**src/rtl/pe_mac_seq.sv**
```systemverilog
// Self-sequencing MAC processing element: private kernel/neuron stores, strided address
// generation, wide accumulator, partial-sum add. Define PE_SATURATE_EN to clamp the result.
module pe_mac_seq #(
    parameter int unsigned W     = 16,
    parameter int unsigned A     = 7,
    parameter int unsigned FRAC  = 8,
    parameter int unsigned ACC_W = 2 * W + A
) (
    input  logic         CLK,
    input  logic         RST_N,
    input  logic [W-1:0] kernelIn,
    input  logic         kernelWrite,
    input  logic [A-1:0] kernelWrAddr,
    input  logic [W-1:0] neuronIn,
    input  logic         neuronWrite,
    input  logic [A-1:0] neuronWrAddr,
    input  logic         start,
    input  logic [A:0]   len,
    input  logic [A-1:0] kernelBase,
    input  logic [A-1:0] neuronBase,
    input  logic [A-1:0] kernelStride,
    input  logic [A-1:0] neuronStride,
    input  logic [W-1:0] adderIn,
    output logic [W-1:0] adderOut,
    output logic         outValid,
    input  logic         outReady,
    output logic         busy
);

    localparam int unsigned Depth = 2 ** A;

    typedef enum logic [1:0] {StIdle, StRun, StDrain, StHold} state_e;

    state_e state_q, state_d;

    logic [W-1:0] kmem [Depth];
    logic [W-1:0] nmem [Depth];
    logic [W-1:0] k_rd_q, n_rd_q;

    logic [A:0]   len_q, idx_q;
    logic [A-1:0] ka_q, na_q, kstride_q, nstride_q;
    logic [W-1:0] adder_q, out_q;

    logic signed [ACC_W-1:0] acc_q, acc_sum, acc_shift;
    logic signed [2*W-1:0]   k_ext, n_ext, prod;
    logic signed [ACC_W:0]   sum_wide;
    logic [W-1:0]            res;

    logic cmd_accept, last_issue, acc_en;

    assign cmd_accept = start && (state_q == StIdle) && (len != '0);
    assign last_issue = (idx_q == len_q - (A + 1)'(1));

    // State register
    always_ff @(posedge CLK) begin
        if (!RST_N) begin
            state_q <= StIdle;
        end else begin
            state_q <= state_d;
        end
    end

    // Next-state logic
    always_comb begin
        state_d = state_q;
        unique case (state_q)
            StIdle:  if (cmd_accept) state_d = StRun;
            StRun:   if (last_issue) state_d = StDrain;
            StDrain: state_d = StHold;
            StHold:  if (outReady) state_d = StIdle;
        endcase
    end

    // Outputs; the first RUN cycle has no product in flight yet
    always_comb begin
        busy     = (state_q != StIdle);
        outValid = (state_q == StHold);
        acc_en   = ((state_q == StRun) && (idx_q != '0)) || (state_q == StDrain);
    end

    // Stores are not reset; nonblocking read gives old data on a same-cycle write
    always_ff @(posedge CLK) begin
        if (kernelWrite) kmem[kernelWrAddr] <= kernelIn;
        if (neuronWrite) nmem[neuronWrAddr] <= neuronIn;
        k_rd_q <= kmem[ka_q];
        n_rd_q <= nmem[na_q];
    end

    always_comb begin
        k_ext     = {{W{k_rd_q[W-1]}}, k_rd_q};
        n_ext     = {{W{n_rd_q[W-1]}}, n_rd_q};
        prod      = k_ext * n_ext;
        acc_sum   = acc_q + {{(ACC_W - 2 * W){prod[2*W-1]}}, prod};
        acc_shift = acc_sum >>> FRAC;
        sum_wide  = {acc_shift[ACC_W-1], acc_shift}
                  + {{(ACC_W + 1 - W){adder_q[W-1]}}, adder_q};
    end

`ifdef PE_SATURATE_EN
    localparam logic signed [ACC_W:0] SatMax = {{(ACC_W + 2 - W){1'b0}}, {(W - 1){1'b1}}};
    localparam logic signed [ACC_W:0] SatMin = {{(ACC_W + 2 - W){1'b1}}, {(W - 1){1'b0}}};

    always_comb begin
        if (sum_wide > SatMax) begin
            res = SatMax[W-1:0];
        end else if (sum_wide < SatMin) begin
            res = SatMin[W-1:0];
        end else begin
            res = sum_wide[W-1:0];
        end
    end
`else
    logic unused_sum_hi;

    assign unused_sum_hi = ^sum_wide[ACC_W:W];
    assign res           = sum_wide[W-1:0];
`endif

    // Command latch, address generation, accumulator, result register
    always_ff @(posedge CLK) begin
        if (!RST_N) begin
            len_q     <= '0;
            idx_q     <= '0;
            ka_q      <= '0;
            na_q      <= '0;
            kstride_q <= '0;
            nstride_q <= '0;
            adder_q   <= '0;
            acc_q     <= '0;
            out_q     <= '0;
        end else begin
            if (cmd_accept) begin
                len_q     <= len;
                idx_q     <= '0;
                ka_q      <= kernelBase;
                na_q      <= neuronBase;
                kstride_q <= kernelStride;
                nstride_q <= neuronStride;
                adder_q   <= adderIn;
                acc_q     <= '0;
            end else begin
                if (acc_en) acc_q <= acc_sum;
                if (state_q == StRun) begin
                    idx_q <= idx_q + (A + 1)'(1);
                    ka_q  <= ka_q + kstride_q;
                    na_q  <= na_q + nstride_q;
                end
            end
            if (state_q == StDrain) out_q <= res;
        end
    end

    assign adderOut = out_q;

endmodule

```
**config.mk**
```make
export PLATFORM = sky130hd
export DESIGN_NAME = pe_mac_seq
export DESIGN_NICKNAME = d
export VERILOG_FILES = /design/src/rtl/pe_mac_seq.sv
export SDC_FILE = /design/constraint.sdc
export NUM_CORES = 2
export LEC_CHECK = 0
export CAP_MARGIN = 10
export CORE_MARGIN = 2
export CORE_UTILIZATION = 45
export DETAILED_ROUTE_END_ITERATION = 10
export PLACE_DENSITY = 0.68
export SLEW_MARGIN = 20
export SYNTH_ARGS = -nofsm -noshare
export SYNTH_HDL_FRONTEND = slang
export SYNTH_SLANG_ARGS = --single-unit
```
**constraint.sdc**
```tcl
create_clock -name CLK -period 20.8 [get_ports CLK]
set_input_delay 4.16 -clock CLK [delete_from_list [all_inputs] [get_ports CLK]]
set_output_delay 4.16 -clock CLK [all_outputs]
set_load 0.05 [all_outputs]
```
After elaboration in Yosys (flattened, before gate mapping)
Memory sizes are Yosys's and may differ from the RTL's. A register that Yosys moved wholly into a read port is not among the register bits.
Index checks and enable logic that the tools add are counted.
W data, S select, Z words.
- reduce and logical (&&, ||, !) cells: 11
- multiply operators: 1
- equality and inequality tests: 7
- add/sub/neg operators: 6
- multiplexer cells: 12
- bitwise gates (word level): 1
- operators with widths (cell ; count):
    $add A39 B39 Y39 ; 1
    $mul A16 B16 Y32 ; 1
    $mux W7 ; 4
    $add A16 B16 Y16 ; 1
    $reduce_bool A8 Y1 ; 2
    $add A7 B7 Y7 ; 2
    $add A8 B1 Y8 const B ; 1
    $eq A8 B8 Y1 ; 1
    $pmux W2 S4 ; 1
    $sub A8 B1 Y8 const B ; 1
    $mux W2 ; 3
    $eq A2 B2 Y1 const B ; 2
    $mux W1 ; 4
    $ne A2 B2 Y1 const B ; 2
    $reduce_bool A2 Y1 ; 2
    $logic_and A1 B1 Y1 ; 3
    $reduce_and A3 Y1 ; 1
    $eq A2 B1 Y1 const B ; 1
    $logic_not A2 Y1 ; 1
    $ne A2 B1 Y1 const B ; 1
    $reduce_or A2 Y1 ; 1
    $logic_or A1 B1 Y1 ; 1
    $not A1 Y1 ; 1
- RAM bits: 4096
- memories: 2
- input port bits: 104
- register bits: 117
- output and inout bits: 18
- memory list (name ; depth ; width ; rd ports ; clocked after Yosys merged registers in ; write ports ; RTL line ; RTL):
    kmem ; 128 ; 16 ; 1 ; 1 ; 1 ; 36 ; logic [W-1:0] kmem [Depth];
    nmem ; 128 ; 16 ; 1 ; 1 ; 1 ; 37 ; logic [W-1:0] nmem [Depth];

Depth between registers and ports, before layout
- depth after elaboration: 5
- mapped depth: 39
- mapped depth without buffers: 38

Least setup slack after synthesis
No wires, ideal clock.
- path kind: reg-to-reg
- start point: reg n_rd_q[1], read port of nmem
- end point: reg out_q[15], in the netlist adderOut[15]
- path buffers: 1
- period minus slack after synthesis: 7.912 ns
- path slack: 12.888 ns
- arrival time: 7.788 ns
- library setup time: 0.123 ns
- data required time: 20.677 ns
- stages on the path, launching flop included: 34
- path through: dfxtp_1 clkbuf_1 nand2_1 fa_1 fa_1 fa_1 fa_1 inv_1 fa_1 inv_1 fa_1 inv_1 ha_1 nor2_1 a21oi_1 and3_1 o21a_1 nor2_1 xnor2_1 ha_1 and3_1 a21oi_1 o21ai_0 o41ai_1 xnor2_1 ha_1 o21ai_0 a31oi_1 o41ai_1 mux2i_1 o2111ai_1 a21oi_1 nand3b_1 a21boi_0
- longest elaborated chain between the ends: 3
- RTL lines (item ; RTL line ; RTL):
    from (decl) ; 38 ; logic [W-1:0] k_rd_q, n_rd_q;
    $mul A16 B16 Y32 ; 92 ; prod = k_ext * n_ext;
    $add A39 B39 Y39 ; 93 ; acc_sum = acc_q + {{(ACC_W - 2 * W){prod[2*W-1]}}, prod};
    via acc_sum[17] ; 44 ; logic signed [ACC_W-1:0] acc_q, acc_sum, acc_shift;
    $add A16 B16 Y16 ; 96 ; + {{(ACC_W + 1 - W){adder_q[W-1]}}, adder_q};
    to (signal assigned) ; 149 ; if (state_q == StDrain) out_q <= res;
    to (decl) ; 42 ; logic [W-1:0] adder_q, out_q;
The timed path passes the listed nets, and every way through them passes these cells.
A chain may end at the register's enable or synchronous reset.

Worst setup path after layout
Same ends and word-level chain as after synthesis.

==> flow_summary.rst <==
.. list-table::
   :header-rows: 1

   * - Metric
     - Value
   * - Layout cell share with drive strength beyond 1
     - 0.2736
   * - Insertion delay to the later sink of the worst-skew pair
     - 980 ps
   * - Worst stage delay on the critical path
     - 730 ps
   * - Path category of the worst min-delay check
     - flop to flop
   * - Top cell type by total area after synthesis
     - edfxtp_1
   * - Part of the cycle the worst path needs
     - 0.4264
   * - Worst Path Buf+Inv
     - 3
   * - Routed Antenna Nets
     - 0
   * - Via total after detailed routing
     - 80490
   * - Net count after synthesis
     - 8251
   * - Max-cap violations
     - 0
   * - Setup repair after global routing missed its margin
     - false
   * - Critical path data arrival time
     - 9650 ps
   * - Number of buffers added on ports
     - 121
   * - Pin count of the biggest net entering global routing
     - 150
   * - CTS tree
     - yes
   * - Number of register bits inferred by synthesis
     - 4230
   * - Remaining global-route overflow
     - 0
   * - Time the final worst path needs with I/O delays and setup
     - 8869 ps
   * - Clock-pin slew on the worst setup and hold paths
     - 60 ps
   * - Kind of cell adding the most delay to the critical path
     - adder cells
   * - Post-CTS resize count
     - 0
   * - Data required time of the critical path
     - 21580 ps
   * - Synth area leaders
     - edfxtp_1 72%, mux4_2 18%, fa_1 2.2%, dfxtp_1 1.6%, ha_1 0.97%
   * - Async set-or-reset flop fraction in the synthesized netlist
     - 0
   * - Post-synthesis cell area
     - 171000 µm²
   * - Status
     - finished, final reports clean
   * - Core area
     - 378600 µm²
   * - Summed negative setup slack over all endpoints
     - 0 ps
   * - Antenna violations before repair
     - 18
   * - Number of hold violations in the final report
     - 0
   * - Wire length of the first global-routing pass
     - 575400 µm
   * - Critical path start-end classification
     - flop to flop
   * - Clock Skews
     - 93.28 ps
   * - Max FO, Critical Path
     - 16
   * - Die Outline Area
     - 385000 µm²
   * - Number of DRC markers in iteration 0
     - 9798
   * - Commonest non-fill, non-tap cells in the layout
     - 4096 x edfxtp_1, 1344 x mux4_2, 418 x clkbuf_16, 387 x buf_4, 306 x nor2_1
   * - IO Count
     - 122
   * - Clk buf depth
     - 4
   * - Total CTS buffers
     - 416
   * - Most frequent standard cell in the layout excluding fill and tap cells
     - edfxtp_1
   * - Area added between synthesis and finish
     - 12.74%
   * - Root buffer cell
     - clkbuf_16
   * - # hold bufs at CTS
     - 0
   * - Fraction of post-synthesis cell area in the top cell type by area
     - 0.7192
   * - Die Span Y
     - 620.5 µm
   * - TritonCTS sink count
     - 4230
   * - Routed length per placed instance
     - 28.77 µm
   * - Aggregate routed wire length
     - 393800 µm
   * - Final number of max-transition violations
     - 0
   * - All-Layer GR Usage
     - 0.2046
   * - Number of H-tree levels
     - 5
   * - Placed wire-length estimate after detailed placement
     - 233200 µm
   * - Transition time at the pin with the least slew margin
     - 1131 ps
   * - Cell mode on critical path
     - fa_1
   * - Via count of the first global-routing pass
     - 82490
   * - Floorplan row count
     - 226
   * - Part of the Yosys area used for sequential elements
     - 0.7348
   * - Startpoint type of the worst setup path
     - flop
   * - Syn_area_per_cell
     - 21.86 µm²
   * - Via/cell ratio
     - 5.881
   * - First drt pass iteration count
     - 6
   * - Number of warnings issued by yosys
     - 0
   * - Primary FF master, synth
     - edfxtp_1
   * - Die boundary width
     - 620.5 µm
   * - Initial cell density of the core
     - 0.4517
   * - Routability cong.
     - 0.8204
   * - Final-stage net count
     - 8762
   * - Max-slew headroom
     - 0.2461
   * - EDFF count, synth
     - 4096
   * - Synthesized instance count
     - 7823
   * - Maximum operating frequency
     - 112.7 MHz
   * - Postcts setup bufs
     - 0
   * - Unique masters post-synth
     - 56
   * - Slowest-stage cell, CP
     - dfxtp_1
   * - CP Capture Type
     - flop
   * - Final count of negative-setup-slack endpoints
     - 0
   * - DRC violations left
     - 0
==> metal layers <==
metal | vias to the layer above | track usage | routed length, µm
li1 | 33120 | - | -
met1 | 43440 | 0.2903 | 158900
met2 | 3380 | 0.3332 | 193700
met3 | 553 | 0.03282 | 31200
met4 | 2 | 0.05189 | 10060
met5 | - | 0 | 12
==> synthesized netlist by cell type, types with 7 or more instances <==
| master | number |
|---|---|
| dfxtp_1 | 134 |
| nor2b_1 | 38 |
| o211a_1 | 12 |
| ha_1 | 133 |
| and2_1 | 112 |
| buf_2 | 101 |
| nand2b_1 | 14 |
| mux4_2 | 1344 |
| inv_1 | 272 |
| a21boi_0 | 42 |
| o21a_1 | 13 |
| nor2_1 | 318 |
| and3_1 | 7 |
| a21o_1 | 27 |
| mux2i_1 | 27 |
| xnor2_1 | 69 |
| nor3_1 | 20 |
| nand2_1 | 287 |
| xor2_1 | 28 |
| mux2_2 | 32 |
| o21ai_0 | 32 |
| edfxtp_1 | 4096 |
| buf_1 | 37 |
| a21oi_1 | 64 |
| nand3b_1 | 7 |
| clkbuf_1 | 249 |
| nand4_1 | 9 |
| fa_1 | 191 |
| nand3_1 | 37 |
==> kinds of logic after synthesis <==
| logic type | Yosys count | synth area share |
|---|---|---|
| compound gates | 234 | 0.009152 |
| fa+ha+maj | 324 | 0.03209 |
| simple gates | 870 | 0.02269 |
| mux | 1403 | 0.1807 |
| xor+xnor | 98 | 0.005099 |
| flops | 4230 | 0.7348 |
| buf+inv | 664 | 0.01547 |
==> worst register-to-register path: cells and delay by family, from the launching register on <==
family                     cells  cell delay, ps
xor gates and xnor gates       2             290
buffers and inverters          3             150
and+or+nand+nor                5             850
adders and majority gates      9            3720
DFF                            1             730
AOI/OAI and AO/OA             13            2740
muxes                          1             270
==> area by class of cell <==
| type | count | area, µm² |
|---|---|---|
| Sequential cell | 4230 | 125700 |
| Clock inverter | 223 | 2103 |
| Tap cell | 5016 | 6276 |
| Fill cell | 28930 | 185800 |
| Inverter | 272 | 1021 |
| Multi-Input combinational cell | 2929 | 42820 |
| Antenna cell | 11 | 27.53 |
| Clock buffer | 522 | 10890 |
| Timing Repair Buffer | 485 | 3959 |
==> stage by stage <==
stage	cell area [µm²]	hold WS [ps]	instances	utilization	worst slack, ps
2_1_floorplan	171000	436.2	7823	-	12890
3_3_place_gp	179700	442.7	12930	0.4746	12100
3_5_place_dp	179700	453.0	12930	0.4746	12070
4_1_cts	192700	462.9	13670	0.5089	12040
5_1_grt	192800	474.5	13680	0.5092	11280
6_report	192800	463.4	13690	0.5092	11930
==> registers in the layout, summed over array words and instances (netlist names), 8 cells and up <==
register / cells
adderOut: 16
adder_q: 16
idx_q: 8
len_q: 8
k_rd_q: 16
nmem: 2048
kmem: 2048
n_rd_q: 16
acc_q: 24
==> worst paths after layout <==
| check | cells after the start | end | slack, ps | from |
|---|---|---|---|---|
| setup reg to reg | 33 | adderOut[15] | 11930 | n_rd_q[1] |
| hold / removal | 2 | acc_q[6] | 460 | acc_q[6] |
| hold reg to reg | 2 | acc_q[6] | 460 | acc_q[6] |
| setup / recovery | 33 | adderOut[15] | 11930 | n_rd_q[1] |
Power is left out: the tool's default activity adds up to more than one toggle a clock period on the data nets, which glitch-free logic cannot reach.
